### src/rtl/im_fetch_unit.sv
// Instruction-memory fetch unit: byte-wide program-load port plus a fixed-latency,
// big-endian word fetch that reports misaligned or out-of-range addresses as faults.
module im_fetch_unit #(
  parameter int DEPTH  = 256,
  parameter int ADDR_W = 32,
  parameter int LAT    = 1
) (
  input  logic              CLK,
  input  logic              Reset,
  input  logic [ADDR_W-1:0] IAddr,
  input  logic              Req,
  input  logic              LdEn,
  input  logic [ADDR_W-1:0] LdAddr,
  input  logic [7:0]        LdByte,
  output logic              Busy,
  output logic              Valid,
  output logic [31:0]       DataOut,
  output logic              Fault
);
  localparam int          IDX_W     = (DEPTH > 1) ? $clog2(DEPTH) : 1;
  localparam logic [1:0]  WAIT_LAST = 2'(LAT - 2);
  localparam logic [31:0] HALT_WORD = 32'hFC00_0000;

  typedef enum logic [1:0] {IDLE, WAIT, RESP} state_t;

  state_t            state, state_nxt;
  logic [1:0]        cnt;
  logic [ADDR_W-1:0] addr;
  logic [7:0]        mem [DEPTH];
  logic              can_act, accept, load, fault;
  logic [IDX_W-1:0]  idx;
  logic [31:0]       word;

  // The +3 end check is done one bit wider so addresses near the top of the space fault.
  always_comb begin
    idx   = addr[IDX_W-1:0];
    fault = (addr[1:0] != 2'b00) ||
            (({1'b0, addr} + (ADDR_W+1)'(3)) >= (ADDR_W+1)'(DEPTH));
    word  = '0;
    if (!fault)
      word = {mem[idx], mem[IDX_W'(idx + 1)], mem[IDX_W'(idx + 2)], mem[IDX_W'(idx + 3)]};
  end

  always_comb begin
    state_nxt = state;
    can_act   = Reset && (state != WAIT);
    accept    = can_act && Req && !LdEn;
    load      = can_act && LdEn && ({1'b0, LdAddr} < (ADDR_W+1)'(DEPTH));
    Busy      = accept || (state == WAIT);
    case (state)
      WAIT: begin
        if (cnt == WAIT_LAST)
          state_nxt = RESP;
      end
      default: begin
        if (accept)
          state_nxt = (LAT == 1) ? RESP : WAIT;
        else
          state_nxt = IDLE;
      end
    endcase
  end

  always_ff @(posedge CLK or negedge Reset) begin
    if (!Reset)
      state <= IDLE;
    else
      state <= state_nxt;
  end

  // The word is captured on the edge that leaves RESP, so Valid lands LAT edges after accept.
  always_ff @(posedge CLK or negedge Reset) begin
    if (!Reset) begin
      cnt     <= '0;
      addr    <= '0;
      Valid   <= 1'b0;
      DataOut <= '0;
      Fault   <= 1'b0;
    end else begin
      Valid <= (state == RESP);
      if (accept) begin
        addr <= IAddr;
        cnt  <= '0;
      end else if (state == WAIT) begin
        cnt <= cnt + 2'd1;
      end
      if (state == RESP) begin
        DataOut <= fault ? HALT_WORD : word;
        Fault   <= fault;
      end
    end
  end

  always_ff @(posedge CLK) begin
    if (load)
      mem[LdAddr[IDX_W-1:0]] <= LdByte;
  end

endmodule

### config.mk
export PLATFORM = sky130hd
export DESIGN_NAME = im_fetch_unit
export DESIGN_NICKNAME = d
export VERILOG_FILES = /design/src/rtl/im_fetch_unit.sv
export SDC_FILE = /design/constraint.sdc
export NUM_CORES = 2
export LEC_CHECK = 0
export CELL_PAD_IN_SITES_DETAIL_PLACEMENT = 0
export CELL_PAD_IN_SITES_GLOBAL_PLACEMENT = 2
export CORE_ASPECT_RATIO = 1.5
export CORE_MARGIN = 4
export CORE_UTILIZATION = 47
export DETAILED_ROUTE_END_ITERATION = 8
export DONT_BUFFER_PORTS = 1
export PLACE_DENSITY_LB_ADDON = 0.1
export RECOVER_POWER = 25
export SETUP_SLACK_MARGIN = 0.1
export SYNTH_ARGS = -nofsm -noshare
export SYNTH_HDL_FRONTEND = slang
export SYNTH_SLANG_ARGS = --single-unit
export TNS_END_PERCENT = 20
### constraint.sdc
create_clock -name CLK -period 4.8 [get_ports CLK]
set_clock_uncertainty 0.05 [all_clocks]
set_input_delay 1.44 -clock CLK [delete_from_list [all_inputs] [get_ports CLK]]
set_output_delay 1.44 -clock CLK [all_outputs]
set_load 0.01 [all_outputs]
# Yosys cells after proc, flatten, opt, wreduce, memory -nomap -nowiden
# Memories as Yosys holds them, arrays and structs flattened.
# Cells that the tools add are included.
[totals]
register_bits = 70
latch_bits = 0
ram_bits = 2048
mem_bits_ro = 0
input_bits = 76
output_inout_bits = 35
elab_cells = 37
memories = 1
[memory_table]
columns = ["name", "depth", "word_bits", "read_ports", "rd_ports_with_merged_regs", "write_ports", "line", "text"]
rows = [
  ["mem", 256, 8, 4, 0, 1, "29", "logic [7:0] mem [DEPTH];"],
]
[classes]
addsub = 5
mul = 0
div = 0
order_cmp = 2
n_eq_ne = 5
shifts = 0
muxes = 8
n_bitwise = 0
reduce_logical = 10
[op_table]
columns = ["cell", "count"]
rows = [
  ["32-bit by 2-bit adder with 33-bit output, second input constant", 1],
  ["33-bit by 9-bit >= comparator with 1-bit output, second input constant", 1],
  ["32-bit by 9-bit < comparator with 1-bit output, second input constant", 1],
  ["32-bit two-way mux", 1],
  ["8-bit by 2-bit adder with 8-bit output, second input constant", 2],
  ["2-bit two-way mux", 5],
  ["8-bit by 1-bit adder with 8-bit output, second input constant", 1],
  ["1-bit logical AND", 5],
  ["2-bit == test, second input constant", 2],
  ["2-bit by 1-bit inequality test with 1-bit output, second input constant", 2],
  ["2-bit nonzero test", 2],
  ["2-bit by 1-bit adder with 2-bit output, second input constant", 1],
  ["2-bit by 1-bit == test with 1-bit output, second input constant", 1],
  ["1-bit logical OR", 2],
  ["1-bit two-way mux", 2],
  ["1-bit logical NOT", 1],
]

# Logic depth before layout (Yosys ltp)
[logic_depth]
ltp_word = 6
depth_mapped = 24
ltp_nobuf = 10

# Worst setup path before layout
# Ideal clock, no wire load.
[synth_path]
path_kind = "reg-to-reg"
startpoint = "reg addr[0]"
endpoint = "reg DataOut[6]"
setup_ns = 0.126
t_arrival_ns = 5.063
required_time_ns = 4.624
setup_slack_ns = -0.439
path_stages_with_launch = 20
n_path_buf = 12
period_less_slack_ns = 5.239
cell_sequence = "dfrtp_1 > buf_4 > buf_4 > buf_4 > buf_2 > buf_2 > buf_2 > buf_2 > inv_1 > ha_1 > buf_2 > buf_2 > buf_2 > buf_2 > clkbuf_1 > mux4_2 > mux4_2 > a221oi_1 > nor3_1 > a221o_1"
[synth_between]
elab_chain_len = 4
word_cells_on_any_way = 7
classes_between = "add/sub (2); order compare (1); mux (1); reduce/logical (2); memory (1)"
[synth_rtl]
columns = ["item", "line", "text"]
rows = [
  ["from (decl)", "28", "logic [ADDR_W-1:0] addr;"],
  ["from (signal assigned)", "82", "addr <= IAddr;"],
  ["32-bit by 2-bit adder with 33-bit output", "38", "(({1'b0, addr} + (ADDR_W+1)'(3)) >= (ADDR_W+1)'(DEPTH));"],
  ["33-bit by 9-bit >= comparator with 1-bit output", "38", ""],
  ["1-bit logical OR", "37", "fault = (addr[1:0] != 2'b00) ||"],
  ["32-bit two-way mux *", "88", "DataOut <= fault ? HALT_WORD : word;"],
  ["to (signal assigned)", "88", ""],
  ["to (decl)", "17", "output logic [31:0] DataOut,"],
]
# Mark *: on every way between the ends. The rest lies on a longest branch, timed or not.
# A chain may end at the register's enable or synchronous reset.

# Worst setup path in the final report
[layout_path]
startpoint = "reg addr[0]"
endpoint = "reg DataOut[20]"
# Same word-level chain as after synthesis.

==> impl_metrics.csv <==
group,metric,value,unit
outcome,outcome,"finished, violations left",
outcome,violations,"antenna rules, capacitance limit, slew limit, setup timing",
die,die_x,439,µm
setup_path,critPathMostFrequentCell,"a21oi_1",
clock_network,hold_buffers,0,
timing,tightest_slew,1.89,ns
setup_path,required,5.58,ns
clock_network,post-cts-setup-buffers,0,
global_route,antenna_found_initial,16,
timing,rsz0062_at_grt,"yes",
clock_network,htree_levels,4,
layout,final_util,52.7,%
die,start_util,47.1,%
drt,wl,510000,µm
setup_path,cp_cell_sequence,"ha_1 > nand3_1 > nor2_1 > xnor2_2 > nand2_1 > a21oi_1 > a21oi_1 > and4_1 > o32ai_2",
setup_path,crit_fanout,14,
hold_path,hold_class,"in2async",
drt,routed_via_density,7.74,
clock_network,cts-root-buf,"clkbuf_16",
placed_design,place.gp.congestion,0.964,
die,num_rows,237,
layout,final_nets,7104,
synth,synthCells,6785,
timing,slew_viol_final,118,
synth,synth.distinct_cells,75,
drt,initialDrtViolationCount,12797,
synth,syn_area,0.131,mm²
synth,ys_seq_area_share,48.3,%
global_route,grt_start_max_net_pins,257,
drt,drt_pass1_iterations,6,
clock_network,clkLatencyLatePin,0.94,ns
synth,synth-seq-cells,2115,
power_and_ir_drop,peakVddDrop,0.320,mV
synth,synth-async-reset-ratio,3.17,%
setup_path,cp-start-kind,"flip-flop",
global_route,grt_pass1_wl,702000,µm
clock_network,cts_tree,"yes",
setup_path,cp-end-kind,"flip-flop",
drt,postRouteAntennaNets,1,
global_route,grt_use_total,35.6,%
die,ios,111,
timing,finalCriticalPeriod,4.88,ns
global_route,gr-total-overflow,0,
layout,multi_input_area,0.0649,mm²
global_route,grt_pass1_vias,82157,
clock_network,numCtsBuffers,222,
timing,worst_slack,-0.0825,ns
timing,timing.final.crit_share,102,%
die,dieArea,0.287,mm²
setup_path,cp_data_arrival_time,5.66,ns
clock_network,cts_buffer_depth,4,
layout,area_growth,11.9,%
setup_path,max_stage_delay,1.21,ns
synth,synth-edff-count,2048,
power_and_ir_drop,cellPowerDensity,432,mW/mm²
drt,wl_per_cell,46.7,µm
layout,final_common_cell,"mux4_2",
timing,maxSlewHeadroom,-26.1,%
drt,dr_total_vias,84634,
drt,drcViolationCount,0,
clock_network,cts.clk_slew.worst_paths,0.07,ns
layout,final_cell_mix,"mux4_2 (2488), edfxtp_1 (2048), buf_4 (615), nand2_1 (382), nor2_1 (309)",
timing,finalHoldViolations,0,
layout,drive_gt1_share,50.1,%
layout,seqCellArea,0.0632,mm²
clock_network,clkSinkCount,2115,
setup_path,critPathSlowestCell,"a21oi_1",
synth,synth_fp_nets,6866,
timing,hold_ws,0.184,ns
clock_network,ctsResizeCount,0,
synth,ys.flop_type,"edfxtp_1",
synth,syn_avg_cell_area,19.3,µm²
power_and_ir_drop,power_leakage,45.2,nW
die,fp.dieH,654,µm
placed_design,dpl.hpwl,350000,µm
timing,finalSetupViolCount,1,
setup_path,worst-setup-path-type,"reg2reg",
placed_design,io_buffers,0,
synth,yosysWarningCount,0,
run,drv_cap,1,
timing,fmax,0.205,GHz
layout,nFillCells,21914,
die,core_area,0.278,mm²
==> flip-flops by register name (all words and copies together), names as in the netlist <==
register  flops
DataOut      32
Fault         1
Valid         1
addr         32
mem        2048
state         1
==> power by group <==
group	internal [mW]	total [mW]	leakage, nW	switching, mW
Clock	9.86	17.8	3.51	7.92
Sequential	20.3	20.4	19.2	0.111
Combinational	11.1	25.1	22.4	14.0
Total	41.3	63.3	45.2	22.0
==> synthesized netlist by cell type, types with 41 or more instances <==
master    count  area (µm²)
nand3_1      78         390
mux4_2     2488       56000
buf_1       126         473
nor2_1      313        1170
dfrtp_1      67        1680
clkbuf_1    234         878
a21oi_1      49         245
o21ai_0      41         205
buf_2       298        1490
nand2_1     392        1470
edfxtp_1   2048       61500
mux2i_1     166        1660
==> path summary, 6_finish.rpt <==
kind                                       from                 endpoint  slack, ns  cells past startpoint
max in group asynchronous                 Reset   DataOut[6]$_DFFE_PN0P_       4.29                      0
min                                       Reset     addr[23]$_DFFE_PN0P_       0.18                      0
min in group CLK           addr[24]$_DFFE_PN0P_     addr[24]$_DFFE_PN0P_       0.47                      2
max reg2reg                 addr[0]$_DFFE_PN0P_  DataOut[20]$_DFFE_PN0P_      -0.08                      9
min reg2reg                addr[24]$_DFFE_PN0P_     addr[24]$_DFFE_PN0P_       0.47                      2
max                         addr[0]$_DFFE_PN0P_  DataOut[20]$_DFFE_PN0P_      -0.08                      9
==> stage by stage <==
stage / power [mW] / instances / setup TNS [ns] / cell area [µm²] / setup slack [ns]
floorplan: 36.6 / 6785 / 0 / 131000 / 0.0939
global placement: 45.3 / 10503 / 0 / 139000 / 0.0855
detailed placement: 45.4 / 10503 / 0 / 139000 / 0.0569
CTS: 63.1 / 10904 / 0 / 146000 / 0.166
global route: 64.7 / 10906 / 0 / 146000 / 0.0439
finish: 63.3 / 10928 / -0.0825 / 146000 / -0.0825
==> area by class of cell <==
type	count	share of cell area, %
multi-input combinational	3963	44.3
sequential	2115	43.2
timing repair buffer	698	4.27
clock buffer	253	3.94
tap	3704	3.17
clock inverter	148	1.00
inverter	23	0.0598
antenna	24	0.0410
==> cell families (layout without fill, tap and decap cells) <==
family	after synthesis	in the layout	share of synthesized area [%]
compound gates	341	341	1.89
xor+xnor	25	25	0.179
fa+ha+maj	5	5	0.0478
buf+inv	707	1122	2.39
flops	2115	2115	48.3
mux	2658	2658	44.1
other cells	0	24	0
simple gates	934	934	3.09
==> worst max-delay path: cells and delay by family (launching register included) <==
family                   cells  cell delay, ns
AO/OA/AOI/OAI                3            1.63
XOR/XNOR                     1            0.65
adder cells (fa/ha/maj)      1            0.30
flip-flops                   1            0.55
AND/OR/NAND/NOR              4            1.58
==> per-layer routing <==
layer / vias to the layer above / part of all wire [%] / global-route usage (%)
met5: - / 0.031 / 0
met4: 24 / 8.1 / 23.0
met3: 1277 / 11 / 9.17
met2: 6364 / 47 / 55.2
met1: 45859 / 33 / 44.8
li1: 31110 / - / -
Power figures use the tool's default switching activity.
